File: src/rtl/ram_scan_reader.sv
// Scans a synchronous-read RAM one word at a time, either on a divided tick
// (run=1) or on manual step pulses (run=0), and holds the last completed read.
module ram_scan_reader #(
  parameter int unsigned TICK_DIV = 50000000,
  parameter int unsigned ADDR_W   = 5,
  parameter int unsigned DATA_W   = 4
) (
  input  logic              clk,
  input  logic              reset_n,
  input  logic              run,
  input  logic              step,
  output logic [ADDR_W-1:0] rd_addr,
  input  logic [DATA_W-1:0] rd_data,
  output logic [ADDR_W-1:0] disp_addr,
  output logic [DATA_W-1:0] disp_data,
  output logic              disp_valid,
  output logic              wrap,
  output logic              busy
);

  localparam int unsigned CNT_W = $clog2(TICK_DIV);
  localparam logic [CNT_W-1:0] TICK_LAST = CNT_W'(TICK_DIV - 1);

  typedef enum logic [1:0] {
    IDLE  = 2'd0,
    WAIT  = 2'd1,
    LATCH = 2'd2
  } state_t;

  state_t           state;
  logic [CNT_W-1:0] tick_cnt;
  logic             tick;
  logic             advance;

  assign tick    = run && (tick_cnt == TICK_LAST);
  assign advance = (state == IDLE) && (run ? tick : step);
  assign busy    = (state != IDLE);

  // Free-running divider: counts whenever run=1, independent of the FSM.
  always_ff @(posedge clk or negedge reset_n) begin
    if (!reset_n) begin
      tick_cnt <= '0;
    end else if (!run || tick) begin
      tick_cnt <= '0;
    end else begin
      tick_cnt <= tick_cnt + 1'b1;
    end
  end

  // Reset parks the FSM in WAIT with rd_addr=0 so address 0 is read on release.
  always_ff @(posedge clk or negedge reset_n) begin
    if (!reset_n) begin
      state      <= WAIT;
      rd_addr    <= '0;
      disp_addr  <= '0;
      disp_data  <= '0;
      disp_valid <= 1'b0;
      wrap       <= 1'b0;
    end else begin
      wrap <= 1'b0;
      unique case (state)
        IDLE: begin
          if (advance) begin
            rd_addr <= rd_addr + 1'b1;
            wrap    <= (rd_addr == '1);
            state   <= WAIT;
          end
        end
        WAIT: begin
          state <= LATCH;
        end
        LATCH: begin
          disp_addr  <= rd_addr;
          disp_data  <= rd_data;
          disp_valid <= 1'b1;
          state      <= IDLE;
        end
        default: begin
          state <= IDLE;
        end
      endcase
    end
  end

endmodule

File: config.mk
export PLATFORM = sky130hd
export DESIGN_NAME = ram_scan_reader
export DESIGN_NICKNAME = d
export VERILOG_FILES = /design/src/rtl/ram_scan_reader.sv
export SDC_FILE = /design/constraint.sdc
export NUM_CORES = 1
export LEC_CHECK = 0
export BUFFER_PORTS_ARGS = -buffer_cell sky130_fd_sc_hd__buf_2
export CORE_MARGIN = 3
export CORE_UTILIZATION = 25
export DETAILED_ROUTE_END_ITERATION = 16
export GPL_ROUTABILITY_DRIVEN = 0
export RECOVER_POWER = 25
export SYNTH_ARGS = -nofsm -noshare
export SYNTH_HDL_FRONTEND = slang
export SYNTH_SLANG_ARGS = --single-unit
export TNS_END_PERCENT = 100
File: constraint.sdc
create_clock -name clk -period 2.2 [get_ports clk]
set_input_delay 0.44 -clock clk [delete_from_list [all_inputs] [get_ports clk]]
set_output_delay 0.44 -clock clk [all_outputs]
set_load 0.01 [all_outputs]
==> impl_metrics.toml <==
[timing]
fin_tns_setup_ns = 0
rsz0062_at_grt = "no"
setup_viol = 0
hold_viol = 0
finClkSkew_ns = 0.0109
period_share = 0.872
fin_hold_ws_ns = 0.361
layout_min_cycle_time_ns = 1.92
slew_violations = 0
tightest_slew_ns = 1.08
fmax_ghz = 0.521
max_slew_margin = 0.280

[clock_tree]
clkTransAtPathRegs_ns = 0.09
clock_latency_ns = 0.30
cts.sinks = 44
cts.path.max_buffers = 2
cts_made_buffers = 5
htreeDepth = 2
cts_tree = "yes"
cts_resized = 0
cts-hold-fix-buffers = 0
root_buffer = "clkbuf_8"
cts_setup_buffers = 0

[worst_setup_path]
rr_endpoint = "rd_addr[1]"
crit_required_ns = 2.39
crit_type = "reg2reg"
end_kind = "flip-flop"
worstPathMaxFanout = 5
r2r_slack_ns = 0.28
worstPathArrival_ns = 2.11
cp-start-kind = "flip-flop"
cp-endpoint = "rd_addr[1]"
rr_startpoint = "tick_cnt[1]"
reg2reg_depth = 6
startpoint = "tick_cnt[1]"

[die]
dieArea_sq_um = 9440
start_util = 0.263
rows = 32
die_h_um = 97.2
core_area_sq_um = 7890
num_io_pins = 25
die_w_um = 97.2

[global_routing]
antenna_found_initial = 0
grt_start_max_net_pins = 45
grt_remaining_overflow = 0
grt_pass1_vias = 1414
grt_pass1_wl_um = 6800
grtUsageTotal = 0.0885

[final_layout]
instances_no_fill = 314
final_common_cell = "dfrtp_1"
fin_nets = 222
areaGrowthSynthToFinish_pct = 17.5
drive_gt1_frac = 0.259
final_cell_mix = "43 x dfrtp_1, 27 x nor2_1, 24 x buf_2"
stdcell_area_sq_um = 2440
diodes = 0

[routing]
first_iter_violations = 58
drt-pass1-iter-count = 4
routed_via_density = 4.31
drt-total-wl_um = 3910
num_vias = 1354
ant_nets = 0
routedWlPerCell_um = 12.4
post-route-drc-count = 0

[run]
cap_violations = 0

[worst_hold_path]
hold_path.class = "in2reg"

[power]
vdd_drop_max_mv = 0.493
power_density_nw_per_um2 = 875
p_leak_nw = 1.11

[synthesis]
synth_edf_count = 0
syn_area_sq_um = 2080
syn_avg_cell_area_sq_um = 11.4
synth_seq_area_share = 0.530
syn_inst = 182
syn_nets = 193
async_flop_share = 1.00
synth.distinct_cells = 38
synth_seq_cells = 44
yosysWarnings = 0
synth_ff_type = "dfrtp_1"

[placed_design]
dpl.cell_count = 306
port_buffers = 24
dpl.hpwl_um = 2730
post_dp_cell_area_sq_um = 2310

[run_status]
status = "completed"
-- through the flow --
stage,util,worst slack [ns],power [mW]
after CTS,0.310,0.261,2.16
after floorplan,-,0.361,1.24
after detailed placement,0.293,0.286,1.42
after global routing,0.310,0.161,2.26
final,0.310,0.281,2.14
after global placement,0.293,0.328,1.41
-- flip-flops by register name, summed over array words and instances, names as in the netlist --
name,cells
disp_addr,5
disp_data,4
disp_valid,1
rd_addr,5
state,2
tick_cnt,26
wrap,1
-- synthesized netlist by cell type (2+ instances only) --
library cell   n  area share
and3_1         5       0.015
a21boi_0       2      0.0072
nand4_1        8       0.024
nor2_1        27       0.049
nor4b_1        2      0.0084
nand2b_1       2      0.0060
dfrtp_1       43        0.52
mux2_2         9       0.049
nor2b_1        2      0.0060
clkbuf_8       2       0.013
nand3_1        9       0.022
xnor2_1        9       0.038
and4_1         2      0.0084
nand2_1        9       0.016
o21ai_0        2      0.0048
inv_1          3      0.0054
nor3b_1        2      0.0072
ha_1           3       0.018
xor2_1        16       0.067
mux2_4         2       0.014
and2_1         2      0.0060
or3_1          3      0.0090
clkbuf_1       3      0.0054
-- metal layers --
layer | share of wire | up-vias | GRT usage
li1 | - | 675 | -
met1 | 0.51 | 642 | 0.117
met2 | 0.44 | 30 | 0.138
met3 | 0.047 | 7 | 0.0273
met4 | 0.011 | 0 | 0.0292
met5 | 0 | - | 0
-- critical path, stage by stage (launching register included) --
cell and delay (ns):
dfrtp_1 0.40, ha_1 0.22, nand4_1 0.13, or3_4 0.36, nor3_4 0.25, nor2_2 0.11, mux2_4 0.32
-- report_power, final --
group	total, mW	switching (mW)	leakage, nW	internal, mW
logic	0.372	0.176	0.470	0.196
clock network	0.743	0.288	0.0654	0.454
registers	1.02	0.0977	0.577	0.924
total	2.14	0.562	1.11	1.57
-- final cells by class --
class                   instances  area, sq um
fillers                       800         5450
well taps                     102          128
flip-flops and latches         44         1100
inverters                       3         11.3
clock buffers                   6         72.6
repair buffers                 28          148
clock inverters                 2         60.1
multi-input cells             129          921
-- worst min-delay path by stage --
stage / start / endpoint / slack, ns / cells after the start
6_report: rd_data[2] / disp_data[2] / 0.36 / 2
5_1_grt: rd_data[1] / disp_data[1] / 0.36 / 2
4_1_cts: reset_n / tick_cnt[20] / 0.23 / 2
3_5_place_dp: disp_valid / disp_valid / 0.45 / 1
3_3_place_gp: state[1] / state[1] / 0.44 / 1
2_1_floorplan: reset_n / disp_addr[0] / 0.14 / 0
-- kinds of logic (layout without fill, tap and decap cells) --
group,Yosys count,count (layout),share of synthesized area
fa+ha+maj,3,3,0.0181
flops,44,44,0.530
compound gates,6,6,0.0199
buf+inv,9,39,0.0265
mux,11,11,0.0632
xor+xnor,25,25,0.105
simple gates,84,84,0.237
Note: power is estimated with default switching activity, not from simulation.
